## config.mk

```make
export PLATFORM = sky130hd
export DESIGN_NAME = sap1_prog_loader
export DESIGN_NICKNAME = d
export VERILOG_FILES = /design/src/rtl/sap1_prog_loader.sv
export SDC_FILE = /design/constraint.sdc
export NUM_CORES = 1
export LEC_CHECK = 0
export CORE_MARGIN = 1
export CORE_UTILIZATION = 30
export CTS_BUF_LIST = sky130_fd_sc_hd__clkbuf_8
export DETAILED_ROUTE_END_ITERATION = 6
export PLACE_DENSITY = 0.6
export SYNTH_ARGS = -nofsm -noshare
export SYNTH_HDL_FRONTEND = slang
export SYNTH_SLANG_ARGS = --single-unit
export TNS_END_PERCENT = 50
```

## constraint.sdc

```tcl
create_clock -name clk -period 1.9 [get_ports clk]
set_input_delay 0.38 -clock clk [delete_from_list [all_inputs] [get_ports clk]]
set_output_delay 0.38 -clock clk [all_outputs]
set_load 0.005 [all_outputs]
```

## src/rtl/sap1_prog_loader.sv

```systemverilog
// SAP-1 boot loader: streams program words into the 16x8 RAM,
// zero-fills the remainder, then releases the CPU from reset.
module sap1_prog_loader #(
    parameter int ADDR_W = 4,
    parameter int DATA_W = 8,
    parameter int DEPTH  = 16
) (
    input  logic              clk,
    input  logic              rst,
    input  logic              start,
    input  logic              in_valid,
    input  logic [DATA_W-1:0] in_data,
    input  logic              in_last,
    output logic              in_ready,
    input  logic              cpu_halt,
    output logic              ram_we,
    output logic [ADDR_W-1:0] ram_addr,
    output logic [DATA_W-1:0] ram_wdata,
    output logic              cpu_rst,
    output logic [ADDR_W:0]   prog_len,
    output logic [2:0]        state_o
);

    typedef enum logic [2:0] {
        IDLE   = 3'd0,
        LOAD   = 3'd1,
        FILL   = 3'd2,
        RUN    = 3'd3,
        HALTED = 3'd4
    } state_t;

    localparam logic [ADDR_W-1:0] LAST = ADDR_W'(DEPTH - 1);

    state_t            state, state_n;
    logic [ADDR_W-1:0] cnt, cnt_n;
    logic [ADDR_W:0]   len_n;
    logic              we_n, rdy_n, crst_n;
    logic [ADDR_W-1:0] addr_n;
    logic [DATA_W-1:0] wdata_n;
    logic              accept;
    logic              running, running_n;

    assign accept    = in_valid & in_ready;
    assign state_o   = state;
    assign running   = (state == RUN) || (state == HALTED);
    assign running_n = (state_n == RUN) || (state_n == HALTED);

    always_ff @(posedge clk or posedge rst) begin
        if (rst) begin
            state     <= IDLE;
            cnt       <= '0;
            prog_len  <= '0;
            ram_we    <= 1'b0;
            ram_addr  <= '0;
            ram_wdata <= '0;
            in_ready  <= 1'b0;
            cpu_rst   <= 1'b1;
        end else begin
            state     <= state_n;
            cnt       <= cnt_n;
            prog_len  <= len_n;
            ram_we    <= we_n;
            ram_addr  <= addr_n;
            ram_wdata <= wdata_n;
            in_ready  <= rdy_n;
            cpu_rst   <= crst_n;
        end
    end

    always_comb begin
        state_n = state;
        cnt_n   = cnt;
        len_n   = prog_len;
        we_n    = 1'b0;
        addr_n  = ram_addr;
        wdata_n = ram_wdata;
        case (state)
            IDLE: begin
                if (start) begin
                    state_n = LOAD;
                    cnt_n   = '0;
                    len_n   = '0;
                end
            end
            LOAD: begin
                if (accept) begin
                    we_n    = 1'b1;
                    addr_n  = cnt;
                    wdata_n = in_data;
                    len_n   = prog_len + 1'b1;
                    // Last slot ends the load; counter parks instead of wrapping
                    if (cnt == LAST) begin
                        state_n = RUN;
                    end else begin
                        cnt_n = cnt + 1'b1;
                        if (in_last) state_n = FILL;
                    end
                end
            end
            FILL: begin
                we_n    = 1'b1;
                addr_n  = cnt;
                wdata_n = '0;
                if (cnt == LAST) state_n = RUN;
                else             cnt_n   = cnt + 1'b1;
            end
            RUN, HALTED: begin
                if (start) begin
                    state_n = LOAD;
                    cnt_n   = '0;
                    len_n   = '0;
                end else if (cpu_halt) begin
                    state_n = HALTED;
                end
            end
            default: state_n = IDLE;
        endcase
        rdy_n  = (state_n == LOAD);
        // Release reset one edge after entering RUN, once the last write is out
        crst_n = !(running && running_n);
    end

endmodule
```

==> qor.yml <==
cap_violations: 0
drc_errors: 0
critPathSlowestCell: "clkdlybuf4s50_1"
initial_core_util_pct: 32.0
max_slew_margin_pct: 74.3
synthTopCellsByCount: "dfrtp_1, a22o_1, nand3_1, o21ai_0"
ys.flop_type: "dfrtp_1"
min_path_type: "input port to asynchronous set/reset pin"
num_rows: 23
slew_viol_final: 0
grt_use_total_pct: 13.7
status: "completed"
end_kind: "output port"
finalNonFillerCells: 215
detail-route-antenna-nets: 0
synth_top_area_share_pct: 49.5
yosysWarnings: 0
synth.ff_latch_count: 27
period_needed_ps: 1830
cts_tree: "yes"
finClkSkew_ps: 5.46
path_cells: "buf_4 -> clkdlybuf4s50_1"
syn-num-nets: 135
io_pins: 37
synth-seq-area-share_pct: 51.5
die_area_um2: 4650
tns_ps: 0
cp.required_ps: 1520
crit_fanout: 7
fp.dieH_um: 68.2
ys_types: 41
fin_util_pct: 44.5
drt_iter0_markers: 25
layout-drive-gt1-share_pct: 15.2
syn-cell-area_um2: 1320
cts_root_buf: "clkbuf_8"
place_inst: 211
clock_latency_ps: 280
dp.final_hpwl_um: 2200
cts_buffers: 3
wl_per_cell_um: 13.8
fp.dieW_um: 68.2
synth_area_per_cell_um2: 11.1
cts_hold_buf: 0
hold_slack_ps: 462
wirelength_um: 2970
synth_area_leaders: "dfrtp_1, a22o_1, mux2_2, nand3_1, o21ai_0"
nFillCells: 410
multiInputGateArea_um2: 576
hold_viol: 0
synth-edff-count: 0
area_growth_pct: 39.1
num_vias: 1112
synth_top_area_cell: "dfrtp_1"
first_global_vias: 1081
ir_worst_vdd_mv: 0.721
max_freq_mhz: 548
clock_path_buffers: 2
grt_max_degree: 28
antenna_found_initial: 0
leakagePower_nw: 0.771
cp_top_family: "buffers and inverters"
p_per_area_nw_per_um2: 1460
vias_per_cell: 5.17
setup_viol: 0
numClockSinks: 27
synth_cells: 119
port_buffers: 36
synth_most_common_cell: "dfrtp_1"
worst_pin_slew_ps: 384
critPathBufInv: 2
finalNetCount: 182
critPathMaxStageDelay_ps: 500
ctsResizeCount: 0
arrival_ps: 1450
postCtsSetupBuffers: 0
period_share_pct: 96.1
ys_async_sr_fraction_pct: 100
rsz0062_at_grt: "no"
coreArea_um2: 4120
drt_first_pass_iters: 4
grt_pass1_wl_um: 4770
setup.worst_path.class: "register to output port"
clkTransAtPathRegs_ps: 100
htree_levels: 1
diodes: 0
setup.worst_path.start_class: "register"
globalplace.congestion: 0.915
gr-total-overflow: 0
final-seq-area_um2: 677
## layer usage
layer  global-route usage, %  wire [um]  part of all wire [%]  up-vias
li1                        -          -                     -      534
met3                    3.67        174                   5.9        2
met1                    16.4       1350                    45      543
met2                    24.8       1440                    48       33
met5                       0          0                     0        -
met4                    2.34          8                  0.27        0
## worst min-delay path, cell delays in order
cell	delay, ps
clkdlybuf4s50_1	400
inv_1	50
buf_4	320
## cell families after synthesis
family / synth area share [%]
AND/OR/NAND/NOR: 17.2
AO/OA/AOI/OAI: 18.8
flip-flops: 51.5
buffers and inverters: 4.76
multiplexers: 5.80
adder cells (fa/ha/maj): 1.90
## power breakdown
part           leakage (nW)  internal, W  switching, W
clock                0.0217     0.000149      0.000190
combinational         0.401     0.000775      0.000587
sequential            0.348     0.000789      0.000186
## registers in the layout, summed over array words and instances (netlist names)
register	flops
ram_addr	4
ram_we	1
prog_len	5
state_o	3
ram_wdata	8
cpu_rst	1
cnt	4
in_ready	1
## metrics by stage
step	area [um^2]	setup WS [ps]	power, W
3_3_place_gp	1780	-70.3	0.00232
5_1_grt	1830	15.9	0.00290
6_report	1830	74.6	0.00268
3_5_place_dp	1780	-101	0.00236
4_1_cts	1830	58.1	0.00272
2_1_floorplan	1320	275	0.00175
## path summary, 6_finish.rpt
kind	start	endpoint	slack [ps]	cells past startpoint
max	state_o[0]	state_o[0]	70	2
min	rst	cnt[1]	460	3
max reg2reg	cnt[0]	cpu_rst	120	5
min reg2reg	ram_wdata[3]	ram_wdata[3]	510	1
max in group asynchronous	rst	cpu_rst	1130	3
min in group clk	ram_wdata[3]	ram_wdata[3]	510	1
## final cells by class
type	count	area share, %
Multi-Input combinational cell	81	31.5
Clock buffer	3	2.26
Clock inverter	1	0.410
Sequential cell	27	37.0
Tap cell	50	3.42
Inverter	6	1.23
Timing Repair Buffer	47	24.2
## cell usage in the layout, fill, tap and decap left out, types with 4 or more instances in the layout
cell type,instances
mux2_2,5
inv_1,6
nor2_1,4
dfrtp_1,26
o21ai_0,7
buf_4,11
nor3_1,5
a22o_1,8
nand2_1,6
nand3_1,7
clkdlybuf4s50_1,36
Power figures use the tool's default switching activity.
